<file path="src/rtl/fft_sched_pkg.sv">
// fft_sched_pkg: shared states, sizes and bit-layout helpers for the FFT frame sequencer
package fft_sched_pkg;
  typedef enum logic [2:0] {FILL, LOAD, RUN, CAPTURE, DRAIN} state_t;
  localparam int N_POINTS = 8;
  localparam int IDX_W = 3;
  function automatic int cplx_re_lsb(input int k, input int w);
    return 2 * k * w;
  endfunction
  function automatic int cplx_im_lsb(input int k, input int w);
    return 2 * k * w + w;
  endfunction
endpackage

</file>
<file path="src/rtl/fft_frame_buf.sv">
// fft_frame_buf: 8-entry complex register, serial write by index, whole frame read in parallel
module fft_frame_buf
  import fft_sched_pkg::*;
#(
  parameter int DATA_W = 16
) (
  input  logic                           clk,
  input  logic                           wr_en,
  input  logic [IDX_W-1:0]               wr_idx,
  input  logic [DATA_W-1:0]              wr_real,
  input  logic [DATA_W-1:0]              wr_imag,
  output logic [2*N_POINTS*DATA_W-1:0]   rd_bus
);
  always_ff @(posedge clk)
    for (int k = 0; k < N_POINTS; k++)
      if (wr_en && wr_idx == IDX_W'(k)) begin
        rd_bus[cplx_re_lsb(k, DATA_W) +: DATA_W] <= wr_real;
        rd_bus[cplx_im_lsb(k, DATA_W) +: DATA_W] <= wr_imag;
      end
endmodule

</file>
<file path="src/rtl/fft_frame_sched.sv">
// fft_frame_sched: gathers 8 samples, runs the FFT core, streams results out
// FFT_SCHED_OVERLAP_EN lets the next frame fill while the current one computes and drains
module fft_frame_sched
  import fft_sched_pkg::*;
#(
  parameter int DATA_W   = 16,
  parameter int CORE_LAT = 3,
  parameter int CNT_W    = 16
) (
  input  logic                 CLK,
  input  logic                 RST,
  input  logic                 s_valid,
  output logic                 s_ready,
  input  logic [DATA_W-1:0]    s_real,
  input  logic [DATA_W-1:0]    s_imag,
  output logic                 m_valid,
  input  logic                 m_ready,
  output logic [DATA_W-1:0]    m_real,
  output logic [DATA_W-1:0]    m_imag,
  output logic [IDX_W-1:0]     m_index,
  output logic                 m_last,
  output logic                 fft_write,
  output logic                 fft_start,
  output logic [16*DATA_W-1:0] fft_in,
  input  logic                 fft_ready,
  input  logic [16*DATA_W-1:0] fft_out,
  output logic [CNT_W-1:0]     frame_cnt,
  output logic                 err
);
  localparam int RUN_W = CORE_LAT > 1 ? $clog2(CORE_LAT) : 1;
  state_t state, next;
  logic [IDX_W:0] in_cnt;
  logic [RUN_W-1:0] run_cnt;
  logic [IDX_W-1:0] out_idx;
  logic [16*DATA_W-1:0] out_buf;
  logic acc, m_acc, last_hs, in_full, frame_done, run_done;
  assign in_full = in_cnt == (IDX_W+1)'(N_POINTS);
`ifdef FFT_SCHED_OVERLAP_EN
  assign s_ready = state != LOAD && !in_full;
`else
  assign s_ready = state == FILL;
`endif
  assign acc        = s_valid && s_ready;
  assign frame_done = (acc && in_cnt == (IDX_W+1)'(N_POINTS - 1)) || in_full;
  assign run_done   = run_cnt == RUN_W'(CORE_LAT - 1);
  assign m_valid    = state == DRAIN;
  assign m_acc      = m_valid && m_ready;
  assign last_hs    = m_acc && out_idx == IDX_W'(N_POINTS - 1);
  assign m_last     = m_valid && out_idx == IDX_W'(N_POINTS - 1);
  assign m_index    = out_idx;
  assign m_real     = out_buf[cplx_re_lsb(int'(out_idx), DATA_W) +: DATA_W];
  assign m_imag     = out_buf[cplx_im_lsb(int'(out_idx), DATA_W) +: DATA_W];
  assign fft_write  = state == LOAD;
  assign fft_start  = state == RUN;
  fft_frame_buf #(.DATA_W(DATA_W)) u_in_buf (
    .clk    (CLK),
    .wr_en  (acc),
    .wr_idx (in_cnt[IDX_W-1:0]),
    .wr_real(s_real),
    .wr_imag(s_imag),
    .rd_bus (fft_in)
  );
  always_ff @(posedge CLK) state <= RST ? FILL : next;
  always_comb begin
    next = state;
    case (state)
      FILL:    next = frame_done ? LOAD : FILL;
      LOAD:    next = RUN;
      RUN:     next = run_done ? CAPTURE : RUN;
      CAPTURE: next = DRAIN;
      DRAIN:   next = !last_hs ? DRAIN : in_full ? LOAD : FILL;
      default: next = FILL;
    endcase
  end
  always_ff @(posedge CLK)
    if (RST) begin
      in_cnt    <= '0;
      run_cnt   <= '0;
      out_idx   <= '0;
      frame_cnt <= '0;
      err       <= 1'b0;
    end else begin
      in_cnt    <= state == LOAD ? '0 : in_cnt + (IDX_W+1)'(acc);
      run_cnt   <= state == RUN ? run_cnt + RUN_W'(1) : '0;
      out_idx   <= state == CAPTURE ? '0 : out_idx + IDX_W'(m_acc);
      frame_cnt <= frame_cnt + CNT_W'(last_hs);
      err       <= err || (state == CAPTURE && !fft_ready);
    end
  always_ff @(posedge CLK)
    if (state == CAPTURE) out_buf <= fft_out;
endmodule
</file>
<file path="config.mk">
export PLATFORM = sky130hd
export DESIGN_NAME = fft_frame_sched
export DESIGN_NICKNAME = d
export VERILOG_FILES = /design/src/rtl/fft_sched_pkg.sv /design/src/rtl/fft_frame_buf.sv /design/src/rtl/fft_frame_sched.sv
export SDC_FILE = /design/constraint.sdc
export NUM_CORES = 1
export LEC_CHECK = 0
export CORE_MARGIN = 10
export CORE_UTILIZATION = 25
export CTS_CLUSTER_DIAMETER = 120
export CTS_CLUSTER_SIZE = 28
export DETAILED_ROUTE_END_ITERATION = 6
export HOLD_SLACK_MARGIN = 0.02
export SKIP_LAST_GASP = 1
export SLEW_MARGIN = 0
export SYNTH_ARGS = -nofsm -noshare
export SYNTH_HDL_FRONTEND = slang
export SYNTH_SLANG_ARGS = --single-unit
</file>
<file path="constraint.sdc">
create_clock -name CLK -period 9.93 [get_ports CLK]
set_input_delay 2.4825 -clock CLK [delete_from_list [all_inputs] [get_ports CLK]]
set_output_delay 2.4825 -clock CLK [all_outputs]
set_load 0.005 [all_outputs]
</file>
==> flow_summary.ini <==
[sta]
fmaxAchievable_mhz = 167.3
setup_slack_ns = 3.951
slew_violations = 0
tightest_slew_ns = 1.188
setup_tns_ns = 0
setup_viol = 0
hold_viol_final = 0
finClkSkew_ns = 0.01324
period_share_pct = 60.21
relSlewSlack_pct = 20.81
rsz0062_at_grt = false
layout_min_cycle_time_ns = 5.979
hold_slack_ns = 0.4258

[clock_network]
cts_tree = built
cts_root_buf = clkbuf_16
post_cts_resized = 0
cts_setup_buffers = 0
cts_max_level = 1
clk_pin_slew_ns = 0.11
clockBufferDepth = 3
clkSinkCount = 541
numCtsBuffers = 25
hold_buffers = 0
insertion_delay_ns = 0.59

[critical_path]
cp.arrival_ns = 3.50
startpoint_type = flip-flop
r2r-end = out_buf[210]$_DFFE_PN_
path_class = flip-flop to primary output
crit-reg2reg-launch = state[0]$_SDFF_PP0_
crit_end = m_real[14]
reg2reg_depth = 3
worstSetupEndpointType = primary output
cp.required_ns = 7.45
worstPathMaxFanout = 40
cp-startpoint = m_index[0]$_SDFF_PP0_
ff2ff_setup_slack_ns = 6.92

[routing]
drt_iter0_markers = 728
routed_wl_um = 53660
drt-pass1-iter-count = 5
ant_nets = 0
vias_per_cell = 4.160
detail_route.drc_violations = 0
vias = 9939
wl_per_cell_um = 22.46

[die]
die_width_um = 293.1
dieArea_mm2 = 0.08592
fp-row-count = 100
die_y_um = 293.1
ios = 606
start_util_pct = 25.13
core_mm2 = 0.07420

[synth]
synth_area_leaders = edfxtp_1 (82%), mux4_2 (7.7%), dfxtp_1 (3.1%), mux2_2 (1.9%), ha_1 (0.47%)
ys_ff_latch = 541
synth_nets = 1087
ys.flop_type = edfxtp_1
synthesis.area_mm2 = 0.01865
yosys.cell_types.count = 35
yosysTopAreaCell = edfxtp_1
synth_top_area_share_pct = 82.44
async_flop_share_pct = 0
syn_inst = 787
syn_area_per_cell_um2 = 23.70
ys_seq_area_share_pct = 85.56
ys_warn_count = 0
synth-edff-count = 512

[cells_and_area]
nNetsFinal = 1705
layout_commonest_cell = clkdlybuf4s50_1
final_cells = 2389
mostFrequentLayoutCells = clkdlybuf4s50_1 (605), edfxtp_1 (512), mux4_2 (64), mux2_2 (32), dfxtp_1 (26)
synthToLayoutAreaGrowth_pct = 43.20
stdcell_area_mm2 = 0.02671
postLayoutCoreUtil_pct = 35.99
layout-drive-gt1-share_pct = 10.91

[min_path]
hold_path_class = flip-flop to flip-flop

[pwr]
leakage_nw = 8.334
peakVddDrop_v = 0.0001114
power_density_mw_per_mm2 = 146.1
finalPower_mw = 3.901

[global_routing]
gr-total-overflow = 0
grt_max_degree = 175
grt_pass1_vias = 10850
antenna_found_initial = 22
grt_pass1_wl_um = 75740
track_usage_pct = 11.85

[placed_design]
routabilityCongestion = 0.7484
dp_slack_ns = 4.423
hpwlAfterDp_um = 40860
postPlaceCellArea_mm2 = 0.02596
post-place-cells = 2347
port_buffers = 605

[flow_run]
drv_cap = 0

[outcome]
status = complete, no violations
-- power by group --
part / total (mW) / internal (mW) / switching (mW)
logic: 0.208 / 0.136 / 0.0715
registers: 2.53 / 2.52 / 0.00951
clock network: 1.16 / 0.474 / 0.691
-- logic make-up (layout without fill, tap and decap cells) --
| family | count (synthesis) | count (layout) | share of synthesized area [%] |
|---|---|---|---|
| buffers and inverters | 31 | 655 | 0.7312 |
| DFF | 541 | 541 | 85.56 |
| adders and majority gates | 7 | 7 | 0.4696 |
| other | 0 | 9 | 0 |
| muxes | 96 | 96 | 9.661 |
| AOI/OAI and AO/OA | 20 | 20 | 0.5971 |
| and+or+nand+nor | 81 | 81 | 2.469 |
| xor gates and xnor gates | 11 | 11 | 0.5166 |
-- critical path: stages, from the launching register on --
cell	delay (ns)
dfxtp_4	0.76
buf_4	0.75
mux4_2	0.60
mux2_2	0.30
clkdlybuf4s50_1	0.47
-- worst min path at each step --
stage / slack, ns / depth (start not counted) / end / from
2_1_floorplan: 0.39 / 1 / run_cnt[0]$_SDFF_PP0_ / run_cnt[0]$_SDFF_PP0_
3_3_place_gp: 0.40 / 1 / run_cnt[0]$_SDFF_PP0_ / run_cnt[0]$_SDFF_PP0_
3_5_place_dp: 0.42 / 1 / run_cnt[0]$_SDFF_PP0_ / run_cnt[0]$_SDFF_PP0_
4_1_cts: 0.44 / 1 / run_cnt[0]$_SDFF_PP0_ / run_cnt[0]$_SDFF_PP0_
5_1_grt: 0.46 / 1 / run_cnt[0]$_SDFF_PP0_ / run_cnt[0]$_SDFF_PP0_
6_report: 0.43 / 1 / run_cnt[0]$_SDFF_PP0_ / run_cnt[0]$_SDFF_PP0_
-- Yosys cell counts (7+ instances only) --
master	instances
nand3_1	7
edfxtp_1	512
a21oi_1	11
ha_1	7
nor2_1	20
dfxtp_1	29
buf_2	9
and2_1	7
mux2_2	32
mux4_2	64
xor2_1	7
nand2_1	7
clkbuf_1	11
nor3_1	8
-- cell type report --
class | count | area (um^2)
clock buffer | 25 | 625.6
sequential | 541 | 15960
inverter | 5 | 18.77
clock inverter | 8 | 92.59
antenna | 9 | 22.52
multi-input combinational | 215 | 2611
tap | 969 | 1212
timing repair buffer | 617 | 6158
fill | 6864 | 47490
-- routing by layer --
layer / share of wire (%) / track usage (%) / wire length, um
met5: 0.39 / 0 / 209
met4: 3.0 / 4.338 / 1601
met1: 36 / 13.03 / 19520
met2: 47 / 19.46 / 25400
met3: 13 / 5.977 / 6924
-- flip-flops by register name, summed over array words and instances (netlist names) --
signal           count
frame_cnt           16
out_buf            256
u_in_buf.rd_bus    256
in_cnt               4
run_cnt              2
m_index              3
state                3
err                  1
No activity file was read; power rests on OpenSTA's default activity.
